**config.mk**
```make
export PLATFORM = sky130hd
export DESIGN_NAME = counter_sequencer_module
export DESIGN_NICKNAME = d
export VERILOG_FILES = /design/src/rtl/counter_sequencer_module.sv
export SDC_FILE = /design/constraint.sdc
export NUM_CORES = 1
export LEC_CHECK = 0
export CAP_MARGIN = 10
export CELL_PAD_IN_SITES_DETAIL_PLACEMENT = 1
export CELL_PAD_IN_SITES_GLOBAL_PLACEMENT = 1
export CORE_MARGIN = 2
export CORE_UTILIZATION = 31
export CTS_CLUSTER_SIZE = 20
export DETAILED_ROUTE_END_ITERATION = 10
export PLACE_DENSITY_LB_ADDON = 0.15
export RECOVER_POWER = 50
export SLEW_MARGIN = 15
export SYNTH_ARGS = -nofsm -noshare
export SYNTH_HDL_FRONTEND = slang
export SYNTH_SLANG_ARGS = --single-unit
```
**constraint.sdc**
```tcl
create_clock -name clk -period 2.25 [get_ports clk]
set_input_delay 0.45 -clock clk [delete_from_list [all_inputs] [get_ports clk]]
set_output_delay 0.45 -clock clk [all_outputs]
set_load 0.01 [all_outputs]
```
**src/rtl/counter_sequencer_module.sv**
```systemverilog
// counter_sequencer_module
// Sequences an embedded WIDTH-bit up/down counter through triangle sweeps
// lo -> hi -> lo, repeated for a programmed number of passes, with a
// start/done handshake, hold (freeze) and abort.
//
// Ports:
//   clk       system clock, rising edge
//   rst       asynchronous active-high reset
//   start     sweep request, sampled only in IDLE
//   lo, hi    sweep bounds, latched when start is accepted
//   passes    number of full lo->hi->lo passes, latched when start is accepted
//   hold      freeze sequencing while high (UP/DOWN only)
//   abort     end the active sweep (UP/DOWN only), higher priority than hold
//   out       current count value
//   mode      1 = counting up, 0 = counting down
//   busy      high in UP/DOWN
//   done      one-cycle pulse when a sweep ends (normal, abort or rejected)
//   err       one-cycle pulse with done when the configuration is rejected
//   pass_cnt  completed passes in the current/last sweep
//
// state | meaning
// IDLE  | waiting for start, outputs hold their last values
// UP    | count rising toward hi
// DOWN  | count falling toward lo, pass completes on reaching lo
// DONE  | one-cycle end-of-sweep indication, returns to IDLE
module counter_sequencer_module #(
    parameter int WIDTH  = 4,
    parameter int PASS_W = 3
) (
    input  logic              clk,
    input  logic              rst,
    input  logic              start,
    input  logic [WIDTH-1:0]  lo,
    input  logic [WIDTH-1:0]  hi,
    input  logic [PASS_W-1:0] passes,
    input  logic              hold,
    input  logic              abort,
    output logic [WIDTH-1:0]  out,
    output logic              mode,
    output logic              busy,
    output logic              done,
    output logic              err,
    output logic [PASS_W-1:0] pass_cnt
);

    typedef enum logic [1:0] {
        S_IDLE,
        S_UP,
        S_DOWN,
        S_DONE
    } state_t;

    localparam logic [WIDTH-1:0]  CNT_ONE  = 1;
    localparam logic [PASS_W-1:0] PASS_ONE = 1;

    state_t              state;
    logic [WIDTH-1:0]    lo_q;
    logic [WIDTH-1:0]    hi_q;
    logic [PASS_W-1:0]   passes_q;
    logic [PASS_W-1:0]   pass_nxt;

    assign pass_nxt = pass_cnt + PASS_ONE;
    assign busy     = (state == S_UP) || (state == S_DOWN);
    assign done     = (state == S_DONE);

    always_ff @(posedge clk or posedge rst) begin
        if (rst) begin
            state    <= S_IDLE;
            out      <= '0;
            mode     <= 1'b1;
            err      <= 1'b0;
            pass_cnt <= '0;
            lo_q     <= '0;
            hi_q     <= '0;
            passes_q <= '0;
        end else begin
            // err is only ever a one-cycle pulse accompanying DONE
            err <= 1'b0;
            case (state)
                S_IDLE: begin
                    if (start) begin
                        if ((lo >= hi) || (passes == '0)) begin
                            state <= S_DONE;
                            err   <= 1'b1;
                        end else begin
                            lo_q     <= lo;
                            hi_q     <= hi;
                            passes_q <= passes;
                            out      <= lo;
                            mode     <= 1'b1;
                            pass_cnt <= '0;
                            state    <= S_UP;
                        end
                    end
                end
                S_UP: begin
                    if (abort) begin
                        state <= S_DONE;
                    end else if (!hold) begin
                        // hi is shown for exactly one cycle, so the turn-around
                        // jumps straight to hi-1 (lo < hi guarantees hi-1 >= lo)
                        if (out == hi_q) begin
                            out   <= hi_q - CNT_ONE;
                            mode  <= 1'b0;
                            state <= S_DOWN;
                        end else begin
                            out <= out + CNT_ONE;
                        end
                    end
                end
                S_DOWN: begin
                    if (abort) begin
                        state <= S_DONE;
                    end else if (!hold) begin
                        if (out == lo_q) begin
                            pass_cnt <= pass_nxt;
                            if (pass_nxt == passes_q) begin
                                state <= S_DONE;
                            end else begin
                                out   <= lo_q + CNT_ONE;
                                mode  <= 1'b1;
                                state <= S_UP;
                            end
                        end else begin
                            out <= out - CNT_ONE;
                        end
                    end
                end
                S_DONE: begin
                    state <= S_IDLE;
                end
                default: begin
                    state <= S_IDLE;
                end
            endcase
        end
    end

endmodule

```
==> results.md <==
* WHS at 0.472 ns
* Distinct cells, synth at 41
* Clock slew at reported path FFs at around 0.090 ns
* Global route overflow at 0
* Die Span Y at 75.7 um
* Ports at 27
* Vias in the first global route at ~1.5k
* Max incr delay on CP at roughly 0.56 ns
* Insertion delay to the later sink of the worst-skew pair at roughly 0.27 ns
* Drt drc at 0
* First-pass GRT wire length at between 7000 and 8000 um
* Final Hold Fails at 0
* CP top delay family: buffers and inverters
* Core area at approximately 0.005 mm2
* Number of synthesized register bits at 22
* Slowest cell on the critical path: clkdlybuf4s50_1
* Tot GR Track Use at between 15 and 20%
* Placement Rows at 26
* Highest clock rate at between 400 and 500 MHz
* Die W at between 70 and 80 um
* Peak fanout along the critical path at 7
* Layout Skew at about 0.0044 ns
* Buf+Inv Stages, Crit Path at 2
* Worst Setup EP: busy
* Syn_area_per_cell at approximately 9.7 um2
* Clock tree sinks at 22
* Reg2Reg Setup Slack at roughly 0.18 ns
* CP arrival at ~1.7 ns
* I/O Buffers at 26
* Final #Nets at ~250
* DRT iter0 DRCs at 41
* Min Tclk post-route at 2.18 ns
* CP required at 1.80 ns
* Dpl cells at 280
* Slew @ Worst Pin at ~1.2 ns
* Slew Limit Headroom at 17.3%
* Leak at 0.00102 uW
* Levels on crit path at 3
* Initial antenna violation count at 0
* Status: complete, no violations
* P&R area growth vs syn at 42.0%
* CTS tree: done
* Area of the multi-input gates at 0.00105 mm2
* Die area at 0.00573 mm2
* Routed vias/inst at ~4.9
* CTS Root Cell: clkbuf_8
* Maximum VDD drop at approximately 0.00057 V
* DRT Wirelength at 4650 um
* Fill count at roughly 560
* Max-slew violations at 0
* Reg2reg end: pass_cnt[2]
* Crit path cell chain: inv_1, ha_2, clkdlybuf4s50_1
* Initial Util at between 30% and 40%
* Worst setup SP type: flop
* Syn Nets at 194
* MaxCap Viol Count at 0
* Mapped Cells at ~170
* Post-CTS Hold Fix Bufs at 0
* ANT cells at 0
* Total CTS buffers at 3
* CP Class: flop to output port
* Reg-to-Reg Start: lo_q[0]
* Tot Pwr at roughly 3100 uW
* Pwr per Cell Area at ~1400 mW/mm2
* Min-Delay Path Class: flop to flop
* Yosys warnings at 0
* Vias post-DR at about 1.4k
* WHS Path Cells at 2
* Worst setup EP type: output port
* Largest net degree at the start of global routing at 23
* Share of cells above drive strength 1 at a little over a quarter
* Non-Filler Instances at 285
* Longest Clk Path Bufs at 2
* Critical Path Start: state[0]
* Worst R2R Path Depth at 5
* Detailed Routing Iterations Pass 1 at 4
* RSZ-0062 raised after global routing: false
* Detailed Place HPWL at 3770 um
* Synth Cell Area at ~0.0016 mm2
* Final period util at 97.0%
* Sequential fraction of the synthesis area at between 30 and 40%
* Area occupied by registers at between 500 and 600 um2
* GP Congestion at around 0.9
* H-tree levels at 1
* Number of setup violations in the final report at 0
* Avg WL per Cell at about 16 um
* Post-DRT Antenna Nets at 0
-- state kept, by name, summed over array words and instances, names as in the netlist --
register / flops
err: 1
hi_q: 4
lo_q: 4
mode: 1
out: 4
pass_cnt: 3
passes_q: 3
state: 2
-- logic make-up (layout without fill, tap and decap cells) --
kind of cell / Yosys count / in the layout / share of synthesized area [%]
AOI/OAI and AO/OA: 40 / 40 / 16.8
and+or+nand+nor: 34 / 34 / 11.2
DFF: 22 / 22 / 34.6
buffers and inverters: 22 / 72 / 5.57
xor gates and xnor gates: 19 / 19 / 11.4
muxes: 15 / 15 / 10.2
adders and majority gates: 13 / 13 / 10.2
-- how the worst min path moves through the flow --
stage,startpoint,end,slack (ns)
2_1_floorplan,rst,err,0.44
3_3_place_gp,mode,mode,0.46
3_5_place_dp,mode,mode,0.47
4_1_cts,mode,mode,0.47
5_1_grt,mode,mode,0.50
6_report,mode,mode,0.47
-- worst register-to-register path: stages (launching register included) --
cell	delay [ns]
dfrtp_1	0.43
xor2_1	0.19
or4_4	0.60
or4_1	0.51
o21ai_1	0.15
a22o_1	0.14
-- power by group --
part | switching, uW | leakage [uW] | internal [uW]
registers | 188 | 0.000269 | 583
logic | 1000 | 0.000726 | 1030
clock network | 144 | 0.0000288 | 157
total | 1330 | 0.00102 | 1770
-- cells in the final DEF (no fill, tap or decap), types with 4 or more instances in the layout --
master	synthesis	layout
xor2_1	7	7
clkdlybuf4s50_1	0	17
buf_4	1	25
dfrtp_1	21	19
nand2_1	6	6
mux2i_1	5	5
dlygate4sd3_1	0	5
xnor2_1	11	11
nor2_1	7	7
mux2_2	10	8
nor3_1	5	5
inv_1	15	13
ha_1	13	10
clkbuf_8	0	4
o21ai_0	12	11
-- stage by stage --
| step | TNS [ns] | instance area, um2 | utilization (%) | setup WS [ns] |
|---|---|---|---|---|
| after floorplan | 0 | 1600 | - | 0.0121 |
| after global placement | -6.63 | 2100 | 41.7 | -0.413 |
| after detailed placement | -8.64 | 2100 | 41.7 | -0.543 |
| after CTS | 0 | 2240 | 44.5 | 0.0141 |
| after global routing | 0 | 2260 | 44.9 | 0.0134 |
| final | 0 | 2260 | 44.9 | 0.0685 |
-- area by class of cell --
type	count	area share, %
Multi-Input combinational cell	121	46.3
Sequential cell	22	24.5
Timing Repair Buffer	53	20.4
Tap cell	70	3.87
Inverter	15	2.49
Clock buffer	4	2.43
-- synthesized netlist by cell type (all sizes together) --
cell type  instances  area (um2)
a211oi             1        7.51
a21o               1        7.51
a21oi              3        15.0
a221oi             3        26.3
a22o               3        26.3
a31o               1        8.76
a31oi              4        25.0
a41o               1        10.0
and3b              1        8.76
buf                3        17.5
clkbuf             4        15.0
dfrtp             21         526
dfstp              1        26.3
ha                13         163
inv               15        56.3
mux2              10         113
mux2i              5        50.1
nand2              6        22.5
nand2b             1        6.26
nand3              3        15.0
nand4              1        6.26
nor2               7        26.3
nor2b              2        12.5
nor3               5        25.0
nor4               1        6.26
o2111ai            1        8.76
o21a               1        7.51
o21ai             13        65.1
o21bai             2        15.0
o22ai              1        6.26
o31ai              4        30.0
o41ai              1        8.76
or2                2        12.5
or3                1        6.26
or3b               1        8.76
or4                3        22.5
xnor2             11        96.3
xor2               7        61.3
xor3               1        23.8
-- layer usage --
metal | routed length [um] | vias to the layer above | global-route usage (%)
met4 | 48 | 0 | 4.48
met2 | 2420 | 20 | 32.4
met1 | 2060 | 691 | 22.0
li1 | - | 694 | -
met5 | 0 | - | 0
met3 | 119 | 5 | 2.12
-- timing repair --
item,in CTS,in global routing
resized for setup,20,7
endpoints found under the setup margin,20,12
pin swaps,4,1
buffers inserted,1,0
No activity file was read; power rests on OpenSTA's default activity.
